`src/rtl/mem_arbiter_pkg.sv`:
```
// Shared bus types, FSM state enum and request mapping helpers for the
// instruction/data memory arbiter.
package mem_arbiter_pkg;

  typedef struct packed {
    logic        valid;
    logic [63:0] addr;
  } ibus_req_t;

  typedef struct packed {
    logic        addr_ok;
    logic        data_ok;
    logic [31:0] data;
  } ibus_resp_t;

  typedef struct packed {
    logic        valid;
    logic [63:0] addr;
    logic [2:0]  size;
    logic [7:0]  strobe;
    logic [63:0] data;
  } dbus_req_t;

  typedef struct packed {
    logic        addr_ok;
    logic        data_ok;
    logic [63:0] data;
  } dbus_resp_t;

  typedef struct packed {
    logic        valid;
    logic        is_write;
    logic [63:0] addr;
    logic [2:0]  size;
    logic [7:0]  strobe;
    logic [63:0] data;
  } cbus_req_t;

  typedef struct packed {
    logic        ready;
    logic        last;
    logic [63:0] data;
  } cbus_resp_t;

  typedef enum logic [1:0] {
    IDLE,
    SERVE_I,
    SERVE_D
  } arb_state_e;

  localparam logic [2:0]  IBUS_SIZE = 3'b010;
  localparam int unsigned STARVE_W  = 4;

  // Fetches are always 32-bit reads.
  function automatic cbus_req_t map_ireq(input ibus_req_t r);
    cbus_req_t c;
    c       = '0;
    c.valid = 1'b1;
    c.addr  = r.addr;
    c.size  = IBUS_SIZE;
    return c;
  endfunction

  function automatic cbus_req_t map_dreq(input dbus_req_t r);
    cbus_req_t c;
    c          = '0;
    c.valid    = 1'b1;
    c.is_write = |r.strobe;
    c.addr     = r.addr;
    c.size     = r.size;
    c.strobe   = r.strobe;
    c.data     = r.data;
    return c;
  endfunction

endpackage

```
`src/rtl/mem_arbiter_arb_select.sv`:
```
// Grant decision: data bus wins ties unless the fetch side has waited
// through STARVE_LIMIT consecutive data grants.
module arb_select
  import mem_arbiter_pkg::*;
#(
  parameter int unsigned STARVE_LIMIT = 4
) (
  input  logic                ivalid,
  input  logic                dvalid,
  input  logic [STARVE_W-1:0] starve_cnt,
  output logic                grant_i,
  output logic                grant_d
);

  logic starved;

  always_comb begin
    starved = (starve_cnt >= STARVE_W'(STARVE_LIMIT));
    grant_d = dvalid && !(ivalid && starved);
    grant_i = ivalid && !grant_d;
  end

endmodule

```
`src/rtl/mem_arbiter.sv`:
```
// Two-master (fetch/data) to single memory port arbiter with a latched
// request buffer, starvation counter and per-owner response routing.
module mem_arbiter
  import mem_arbiter_pkg::*;
#(
  parameter int unsigned STARVE_LIMIT = 4
) (
  input  logic       clk,
  input  logic       reset,
  input  ibus_req_t  ireq,
  output ibus_resp_t iresp,
  input  dbus_req_t  dreq,
  output dbus_resp_t dresp,
  output cbus_req_t  creq,
  input  cbus_resp_t cresp
);

  arb_state_e          state_q, state_d;
  logic [STARVE_W-1:0] starve_q, starve_d;
  cbus_req_t           buf_q, buf_d;
  logic                grant_i, grant_d;
  logic                busy, done;

  arb_select #(
    .STARVE_LIMIT(STARVE_LIMIT)
  ) u_arb_select (
    .ivalid    (ireq.valid),
    .dvalid    (dreq.valid),
    .starve_cnt(starve_q),
    .grant_i   (grant_i),
    .grant_d   (grant_d)
  );

  // Reset gates busy so an abandoned transaction can never complete.
  always_comb begin
    busy = (state_q != IDLE) && !reset;
    done = busy && cresp.ready && cresp.last;
  end

  always_comb begin
    state_d  = state_q;
    starve_d = starve_q;
    buf_d    = buf_q;
    case (state_q)
      IDLE: begin
        if (grant_d) begin
          state_d = SERVE_D;
          buf_d   = map_dreq(dreq);
          if (ireq.valid && (starve_q != '1)) starve_d = starve_q + 1'b1;
        end else if (grant_i) begin
          state_d  = SERVE_I;
          buf_d    = map_ireq(ireq);
          starve_d = '0;
        end
      end
      SERVE_I, SERVE_D: begin
        if (done) state_d = IDLE;
      end
      default: state_d = IDLE;
    endcase
  end

  always_comb begin
    creq       = buf_q;
    creq.valid = busy;
    iresp      = '0;
    dresp      = '0;
    if (done && (state_q == SERVE_I)) begin
      iresp.addr_ok = 1'b1;
      iresp.data_ok = 1'b1;
      iresp.data    = buf_q.addr[2] ? cresp.data[63:32] : cresp.data[31:0];
    end
    if (done && (state_q == SERVE_D)) begin
      dresp.addr_ok = 1'b1;
      dresp.data_ok = 1'b1;
      dresp.data    = cresp.data;
    end
  end

  always_ff @(posedge clk) begin
    if (reset) begin
      state_q  <= IDLE;
      starve_q <= '0;
      buf_q    <= '0;
    end else begin
      state_q  <= state_d;
      starve_q <= starve_d;
      buf_q    <= buf_d;
    end
  end

endmodule
```
`config.mk`:
```
export PLATFORM = sky130hd
export DESIGN_NAME = mem_arbiter
export DESIGN_NICKNAME = d
export VERILOG_FILES = /design/src/rtl/mem_arbiter_pkg.sv /design/src/rtl/mem_arbiter_arb_select.sv /design/src/rtl/mem_arbiter.sv
export SDC_FILE = /design/constraint.sdc
export NUM_CORES = 1
export LEC_CHECK = 0
export CAP_MARGIN = 20
export CORE_AREA = 4 4 195 197
export DETAILED_ROUTE_END_ITERATION = 6
export DIE_AREA = 0 0 199 201
export PLACE_DENSITY = 0.61
export SLEW_MARGIN = 25
export SYNTH_ARGS = -nofsm -noshare
export SYNTH_HDL_FRONTEND = slang
export SYNTH_HIERARCHICAL = 1
export SYNTH_SLANG_ARGS = --single-unit
```
`constraint.sdc`:
```
create_clock -name clk -period 2 [get_ports clk]
set_input_delay 0.2 -clock clk [delete_from_list [all_inputs] [get_ports clk]]
set_output_delay 0.2 -clock clk [all_outputs]
set_load 0.03 [all_outputs]
```
==> results by group <==
Synthesis
  – Synth Instances: 754
  – Yosys top cell by area: dfxtp_1
  – Post-synthesis sequential area ratio: 43.2%
  – Synth Register Bits: 146
  – Share of the synthesized area in the top cell type: 43.2%
  – Synth area leaders: dfxtp_1 (43%), mux2i_1 (14%), nor2_1 (9.6%)
  – Syn Area/Cell: 8.97 um^2
  – Most frequent cells after synthesis: nor2_1 (173), dfxtp_1 (146), mux2i_1 (96), a22oi_1 (74)
  – Ys flop type: dfxtp_1
  – Cell variety after synth: 36
  – Syn Std Cell Area: 6760 um^2
  – Most numerous cell in the Yosys netlist: nor2_1
  – Number of flops mapped to enable cells by yosys: 0
  – Post-Synthesis Net Count: 1031
  – Async set or reset register ratio after synthesis: 0%
  – Synth warnings: 6

Pwr
  – PD cells: 814 nW/um^2
  – Pwr Total: 11.4 mW
  – VDD IR max: 464 uV
  – Leakage: 5.62 nW

Clock tree
  – CTS clk-pin slew, worst paths: 0.07 ns
  – Clk sinks: 146
  – Root Buffer: clkbuf_16
  – Hold buffers post-CTS: 0
  – H-tree lvl count: 4
  – Clock Path Buffers: 2
  – Num CTS Buffers: 17
  – Clk_lat worst skew: 0.42 ns
  – Clock tree from TritonCTS: done

Global routing
  – Vias in the first global route: 7685
  – First-pass GRT wire length: 46.9 mm
  – Largest net degree at the start of global routing: 79
  – Total GRT Usage: 15.2%
  – Global route overflow: 0
  – Initial antenna violation count: 2

Place
  – RD Place Congestion: 0.816
  – Area after DPL: 12500 um^2
  – Pre-CTS setup slack: -0.00389 ns
  – Port bufs: 513
  – Placed cells: 1688
  – DPL Wire Length: 24.7 mm

STA
  – Fmax: 468 MHz
  – Post-Route Setup TNS: -9.09 ns
  – RSZ-0062 raised after global routing: true
  – Final Hold Vio Count: 0
  – Hold slack: 0.316 ns
  – Post-layout min period: 2.14 ns
  – Post-Route Skew: 0.00845 ns
  – Rel. slew slack: 61.7%
  – Least-Margin Pin Slew: 0.574 ns
  – Tcrit/Tclk final: 107%
  – Worst Slack Setup Final: -0.139 ns
  – Fin. max-slew vios: 0
  – Setup violators final: 96

Setup path
  – Worst path required time: 1.80 ns
  – Family with the most delay on the worst path: simple AND/OR/NAND/NOR gates
  – R2r worst-path depth: 8
  – Max incr delay on CP: 0.34 ns
  – Critical Path Source Type: flip-flop
  – Crit end category: primary output
  – FF-to-FF setup slack: 0.30 ns
  – CP bufs+invs: 4
  – Most common cell on crit path: buf_12
  – Cell Chain, Critical Path: inv_2 -> ha_4 -> and4bb_4 -> nand2_4 -> buf_12 -> buf_12 -> nor2_4 -> buf_6
  – Levels on crit path: 8
  – Critical path's slowest cell: and4bb_4
  – CP Max Fanout: 8
  – Arrival time of the worst setup path: 1.94 ns
  – CP Class: reg -> out

Detailed routing
  – Wire per inst: 18.8 um
  – Vias per cell: 4.42
  – DRC: 0
  – Drt first pass iters: 4
  – Via count: 7661
  – Routed WL: 32.6 mm
  – Routed Antenna Nets: 0
  – Initial DRC count: 320

Final layout
  – Final cell area excluding filler cells: 14000 um^2
  – Area growth from synthesis to layout: 107%
  – End-of-flow core utilization: 38.6%
  – Nets@finish: 1529
  – Share of layout cells above drive strength 1: 20.2%
  – Layout fillers: 3597
  – Final cell count without fillers: 1734

Worst hold path
  – Hold Path Stages: 3
  – Hold/Removal Path Class: in -> reg

Floorplan
  – Initial Utilization: 18.6%
  – Io pins: 514
  – # rows: 70
  – Die Ht: 201 um
  – Core area: 36300 um^2
  – Die width: 199 um
  – Die area: 40000 um^2

Status
  – Status: finished with violations
  – Failing checks: setup timing

Flow run
  – Max_cap viols: 0
worst reg2reg max path, delay by kind of cell, from the launching register on:
family,cells,cell delay (ns)
adders and majority gates,1,0.15
DFF,1,0.33
and+or+nand+nor,2,0.29
AOI/OAI and AO/OA,1,0.26
buffers and inverters,4,0.54
layout make-up:
class | count | area [um^2] | area share (%)
well taps | 468 | 586 | 4.18
diodes | 1 | 2.50 | 0.0179
clock buffers | 19 | 453 | 3.24
clock inverters | 13 | 175 | 1.25
repair buffers | 559 | 6010 | 43.0
multi-input cells | 522 | 3810 | 27.3
inverters | 6 | 22.5 | 0.161
flip-flops and latches | 146 | 2930 | 20.9
cells by family after synthesis:
group	Yosys count	synth area share (%)
and+or+nand+nor	265	18.0
AOI/OAI and AO/OA	156	17.4
buffers and inverters	86	6.27
adders and majority gates	4	0.740
DFF	146	43.2
muxes	97	14.4
placed cells by master, fill, tap and decap left out, drive strengths merged, types with 4 or more instances in the layout:
| cell type | synthesis | layout |
|---|---|---|
| mux2i | 96 | 96 |
| inv | 6 | 9 |
| clkbuf | 30 | 19 |
| ha | 4 | 4 |
| clkdlybuf4s50 | 0 | 411 |
| nor2 | 173 | 173 |
| nor2b | 5 | 5 |
| a22oi | 74 | 74 |
| clkinv | 0 | 6 |
| and3 | 64 | 64 |
| buf | 50 | 147 |
| dfxtp | 146 | 146 |
| a211oi | 64 | 64 |
| o21ai | 5 | 5 |
| nand2 | 7 | 7 |
layer usage:
metal	global-route usage, %	vias to the layer above	wire length (um)
met5	0	-	13
li1	-	3701	-
met4	5.37	2	930
met1	17.3	3595	12900
met3	3.29	44	2120
met2	27.6	319	16700
worst paths after layout:
check	startpoint	to
max	state_q[1]	iresp[13]
min	reset	creq[67]
max reg2reg	state_q[1]	creq[32]
min reg2reg	creq[139]	creq[139]
sequential cells by signal, indices dropped and copies added, names as in the netlist:
name,count
creq,140
starve_q,4
state_q,2
report_power, final:
part	switching (mW)	internal (mW)	leakage, nW	total, mW
clock network	1.41	2.06	0.306	3.46
logic	2.42	1.96	4.11	4.37
registers	0.221	3.33	1.21	3.56
what timing repair did:
action / CTS / global route
pin swaps: 24 / 0
resized for setup: 150 / 32
cloned: 4 / 0
setup endpoints to repair: 100 / 100
buffers inserted: 9 / 1
hold endpoints to repair: 0 / 0
No activity file was read; power rests on OpenSTA's default activity.
==> patch 1, RTL diff (same flow settings) <==
`STARVE_W`: 4 -> 3.
--- a/src/rtl/mem_arbiter_pkg.sv
+++ b/src/rtl/mem_arbiter_pkg.sv
@@ -49,7 +49,7 @@
   } arb_state_e;
 
   localparam logic [2:0]  IBUS_SIZE = 3'b010;
-  localparam int unsigned STARVE_W  = 4;
+  localparam int unsigned STARVE_W  = 3;
 
   // Fetches are always 32-bit reads.
   function automatic cbus_req_t map_ireq(input ibus_req_t r);
Formal check against the unedited RTL: same outputs for any inputs over 4 cycles, from zero or initial values and one cycle with reset high; that may be too few to reach the edited logic, so the function may still have changed.
==> patch 1 against the unedited design <==
Register-to-register slack worse by 0.13 ns. Sequential cell count is 1 lower. The run still ends with setup timing left. Final area increased by 1.3%. Critical path type unchanged. Worst hold slack worse by 0.059 ns. Count of clock-buffer cells in the layout increased by 1. Setup slack worse by 0.054 ns. Wire length decreased by 3.9%. Synthesized area increased by 3.7%. Total power is 2.2% lower. Clock skew is 0.0012 ns higher. Final cell count decreased by 0.52%.
==> patch 1: results (changes against the unedited design) <==
* Via count at 7512 (-1.9%)
* Met2 Use GR at 25.4% (-2.2 points)
* Met2 WL at 15.9 mm (-5.0%)
* Hold path depth at 3 (unchanged)
* Slowest stage delay, CP at 0.39 ns (+0.05 ns)
* First-pass GRT wire length at 44.9 mm (-4.3%)
* DP Cell Count at 1675 (-0.77%)
* Final GP Congestion at 0.774 (-5.1%)
* Final net count at 1522 (-0.46%)
* CTS hold repair buffers at 1 (+1)
* Seq power at 3.50 mW (-2%)
* Crit-path slowest cell: and4bb_4
* Setup violations, final at 100 (+4.2%)
* Post-Route Skew at 0.00965 ns (+0.00119 ns)
* Initial antenna violation count at 1 (-1)
* VDD IR max at 0.608 mV (+31%)
* Status: finished, violations left
* Root buf cell: clkbuf_16
* Pre-CTS setup slack at -0.106 ns (-0.102 ns)
* Layout cell share with drive strength beyond 1 at 23.0% (+2.8 points)
* Hold Vio Cnt, Final at 0 (unchanged)
* Largest net degree at the start of global routing at 74 (-6.3%)
* Synth Instances at 740 (-1.9%)
* Antenna Cells at 0 (-1)
* GRT met1 Usage at 16.2% (-1.1 points)
* Syn nets at 1018 (-1.3%)
* Starting DRC count in detailed routing at 279 (-13%)
* Vias/cell at 4.35 (-1.4%)
* DR pass1 iterations at 5 (+1)
* Skew-Pair Late Insertion Delay at 0.43 ns
* H-tree levels at 4 (unchanged)
* Vias in the first global route at 7706 (+0.27%)
* Routed met3 length at 2.87 mm (+35%)
* WP data arrival at 1.99 ns (+0.05 ns)
* Clock power share at 30.3% (about the same)
* CTS clk-pin slew, worst paths at 0.07 ns (about the same)
* Dominant cells by area after synthesis: dfxtp_1 41%, mux2i_1 14%, nor2_1 9.3%, a211oi_2 8.9%, a22oi_1 8.0%
* Gr usage total at 14.3% (-0.87 points)
* Routed Wire Length at 31.4 mm (-3.9%)
* R2R cell count at 9 (+1)
* Met3 usage at 5.24% (+1.9 points)
* CTS resizes at 120 (-20%)
* NetSw at 3.86 mW (-4.5%)
* M1 wire length at 12.2 mm (-5.1%)
* CTS Buf Count at 17 (unchanged)
* Failing checks: setup timing
* Most numerous cell in the Yosys netlist: nor2_1
* Seq/Total Area, Yosys at 41.4% (-1.8 points)
* # fillers at 3567 (-0.83%)
* Synth top cells by count: 173 x nor2_1, 145 x dfxtp_1, 96 x mux2i_1, 75 x a22oi_1, 64 x and3_1
* Setup bufs post-CTS at 4 (-5)
* Final worst setup slack at -0.192 ns (-0.0536 ns)
* Post-DP HPWL at 22.8 mm (-7.9%)
* CP delay by family, top: simple AND/OR/NAND/NOR gates
* Leakage at 5.70 nW (+1.5%)
* Slew of the pin with the lowest slew margin at 0.711 ns (+0.137 ns)
patch 1: cell types whose count changed after synthesis, moves of 4 or more:
cell      before  now
clkbuf_1      30   20
nand2_1        7    2
buf_6          1   12
a211oi_1      64   15
buf_2         36   25
a211oi_2       0   50
clkbuf_2       0    4
patch 1: stage by stage:
step	utilization, %	setup TNS [ns]	total power, mW	instance area (um2)
3_3_place_gp	34.8	-2.92	7.65	12600
3_5_place_dp	34.8	-2.65	7.71	12600
2_1_floorplan	-	0	5.86	7010
5_1_grt	39.1	-21.98	11.8	14200
6_report	39.1	-12.72	11.1	14200
4_1_cts	38.0	-15.38	11.3	13800
patch 1: layout make-up:
class,instances,share of cell area [%]
multi-input combinational,509,27.7
sequential,145,20.5
inverter,6,0.247
clock buffer,20,3.15
tap,468,4.13
timing repair buffer,565,43.1
clock inverter,12,1.21
patch 1: path summary, 6_finish.rpt:
kind / from / to / slack [ns]
setup / recovery: state_q[1] / dresp[22] / -0.19
hold / removal: reset / creq[71] / 0.26
setup reg to reg: state_q[1] / state_q[0] / 0.17
hold reg to reg: starve_q[1] / starve_q[1] / 0.49
patch 1: kinds of logic after synthesis:
kind of cell,share of synthesized area (%)
adders and majority gates,0.892
AOI/OAI and AO/OA,20.2
and+or+nand+nor,16.6
DFF,41.4
muxes,13.7
buffers and inverters,7.26
patch 1: worst register-to-register path, delay by kind of cell, from the launching register on:
kind / cells / cell delay (ns)
adder cells (fa/ha/maj): 1 / 0.15
AO/OA/AOI/OAI: 2 / 0.27
flip-flops: 1 / 0.33
buffers and inverters: 5 / 0.60
AND/OR/NAND/NOR: 1 / 0.39
==> patch 2, RTL diff (config.mk and constraints unchanged) <==
Made on the original files. Re-encode `arb_state_e` (3 states) as one-hot, 3 bits wide.
--- a/src/rtl/mem_arbiter_pkg.sv
+++ b/src/rtl/mem_arbiter_pkg.sv
@@ -42,10 +42,10 @@
     logic [63:0] data;
   } cbus_resp_t;
 
-  typedef enum logic [1:0] {
-    IDLE,
-    SERVE_I,
-    SERVE_D
+  typedef enum logic [2:0] {
+    IDLE    = 3'b001,
+    SERVE_I = 3'b010,
+    SERVE_D = 3'b100
   } arb_state_e;
 
   localparam logic [2:0]  IBUS_SIZE = 3'b010;
Formal check against the unedited RTL: same outputs for any inputs over 4 cycles, from zero or initial values and one cycle with reset high; so few cycles prove little.
==> patch 2 against the unedited design <==
The flow still finishes with violations (setup timing). Synthesized cell count down 1.6%. Setup slack worse by 0.051 ns. Global-route usage rose by 0.97 points. Worst hold slack gained 0.052 ns. Synthesized area down 1.6%. Clock power shrank 12%. Sequential share of layout area shrank 0.11 points. Final area grew 1.3%. Via count is 1.1% lower. Count of clock-buffer cells in the layout stayed put. Wire length increased by 5.6%. Sequential cell count grew 1. Non-clock buffer count is 2 higher. Total power decreased by 18%. Critical endpoint is now iresp[0]. Highest routed layer is now met4.
==> patch 2: results (changes against the unedited design) <==
* Status: finished, violations left
* Failing checks: setup timing
* Async set or reset register ratio after synthesis at 0% (unchanged)
* CTS Buf Count at 17 (unchanged)
* I/O Buffers at 513 (unchanged)
* Share of the synthesized area in the top cell type at 44.2% (+1.0 points)
* Ys Warns at 6 (unchanged)
* Vias/cell at 4.38 (-0.85%)
* H-tree levels at 4 (unchanged)
* Hold Startpoint: reset
* Worst Path Max Fanout at 8 (unchanged)
* First-pass GRT wire length at 49.4 mm (+5.3%)
* Slew of the pin with the lowest slew margin at 0.991 ns (+0.416 ns)
* Post-DP HPWL at 25.3 mm (+2.3%)
* Skew-Pair Late Insertion Delay at 0.42 ns (about the same)
* Crit-path slowest cell: or4b_4
* Dominant cells by area after synthesis: dfxtp_1 44%, mux2i_1 14%, nor2_1 9.9%, a22oi_1 8.5%, a211oi_1 7.4%
* Max reg flops at 140 (unchanged)
* Largest net degree at the start of global routing at 148 (+87%)
* WP data arrival at 1.99 ns (+0.05 ns)
* RR Endpoint: starve_q[3]
* Post-Route Skew at 0.0117 ns (+0.00329 ns)
* R2R cell count at 6 (-2)
* Antenna Cells at 0 (-1)
* Seq/Total Area, Yosys at 44.2% (+1.0 points)
* # fillers at 3541 (-1.6%)
* Clock Path Buffers at 2 (unchanged)
* Post-synth cell types at 36 (unchanged)
* Final GP Congestion at 0.827 (+1.3%)
* FF-to-FF Start: state_q[2]
* Leakage at 5.56 nW (-1.1%)
* Slowest stage delay, CP at 0.59 ns (+0.25 ns)
* Routed Wire Length at 34.5 mm (+5.6%)
* Type of the most critical hold path: input pin to register
* DR pass1 iterations at 4 (unchanged)
* Synth top cells by count: 176 x nor2_1, 147 x dfxtp_1, 96 x mux2i_1, 75 x a22oi_1
* Top FF cell, synth: dfxtp_1
* Initial antenna violation count at 0 (-2)
* Layout cell share with drive strength beyond 1 at 23.0% (+2.8 points)
* R2r setup slk at 0.16 ns (-0.14 ns)
* Syn nets at 1016 (-1.5%)
* Setup violations, final at 100 (+4.2%)
* Hold path depth at 5 (+2)
* Pre-CTS setup slack at -0.197 ns (-0.193 ns)
* Final net count at 1523 (-0.39%)
* Vias in the first global route at 7746 (+0.79%)
* CTS clk-pin slew, worst paths at 0.06 ns
* Gr usage total at 16.1% (+0.97 points)
* VDD IR max at 0.569 mV (+23%)
* WHS Endpoint: state_q[1]
* Final worst setup slack at -0.190 ns (-0.0513 ns)
* Starting DRC count in detailed routing at 232 (-28%)
* Root buf cell: clkbuf_16
## patch 2: changes by cell type in the layout (fill, tap and decap cells not counted), moves of 5 or more
cell / unedited run / this run
buf_6: 66 / 75
buf_4: 41 / 18
and3_4: 27 / 0
and2_4: 2 / 65
buf_8: 0 / 6
and3_1: 37 / 1
buf_16: 2 / 7
nor2b_1: 5 / 0
## patch 2: per-stage QoR
stage | area, um2 | hold WS (ns) | cells | utilization, % | setup TNS (ns)
floorplan | 6660 | 0.343 | 742 | - | -2.10
global placement | 12500 | 0.486 | 1675 | 34.4 | -3.92
detailed placement | 12500 | 0.490 | 1675 | 34.4 | -4.60
CTS | 13900 | 0.237 | 1722 | 38.3 | -12.89
global route | 14200 | 0.368 | 1729 | 39.1 | -22.56
finish | 14200 | 0.367 | 1729 | 39.1 | -12.87
## patch 2: worst max path at each step
stage	from	to	cells past startpoint
after floorplan	state_q[1]	iresp[33]	6
after global placement	cresp[64]	iresp[17]	6
after CTS	state_q[1]	iresp[9]	5
after global routing	state_q[1]	iresp[0]	5
final	state_q[1]	iresp[0]	5
after detailed placement	cresp[64]	iresp[6]	6
## patch 2: layout make-up
type / instances / area [um2] / share of cell area, %
Timing Repair Buffer: 561 / 6270 / 44.3
Multi-Input combinational cell: 519 / 3800 / 26.8
Sequential cell: 147 / 2950 / 20.8
Tap cell: 468 / 586 / 4.13
Clock buffer: 19 / 443 / 3.13
Clock inverter: 12 / 108 / 0.759
Inverter: 3 / 13.8 / 0.0971
## patch 2: report_power, final
group | leakage (nW) | internal, mW | switching, mW
Clock | 0.265 | 1.74 | 1.32
Sequential | 1.21 | 3.21 | 0.164
Combinational | 4.08 | 1.41 | 1.54
## patch 2: timing repair
item | CTS | global route
cloned | 8 | 3
pin swaps | 8 | 23
setup endpoints to repair | 100 | 144
buffers inserted | 8 | 4
gates resized for setup | 191 | 42
## patch 2: per-layer routing
layer	share of wire, %	up-vias	GRT usage, %
met4	2.2	0	3.79
li1	-	3630	-
met2	52	338	29.7
met3	9.3	31	6.38
met1	37	3575	17.2
met5	0	-	0
## patch 2: critical path: cells and delay by family, from the launching register on
| family | cells | cell delay [ns] |
|---|---|---|
| flops | 1 | 0.33 |
| simple gates | 3 | 0.86 |
| buf+inv | 2 | 0.38 |
## patch 2: kinds of logic (layout without fill, tap and decap cells)
group	Yosys count	in the layout	synth area share, %
AOI/OAI and AO/OA	155	155	17.4
xor gates and xnor gates	3	3	0.395
adders and majority gates	1	1	0.188
buffers and inverters	76	595	5.13
DFF	147	147	44.2
muxes	97	97	14.6
and+or+nand+nor	263	263	18.1
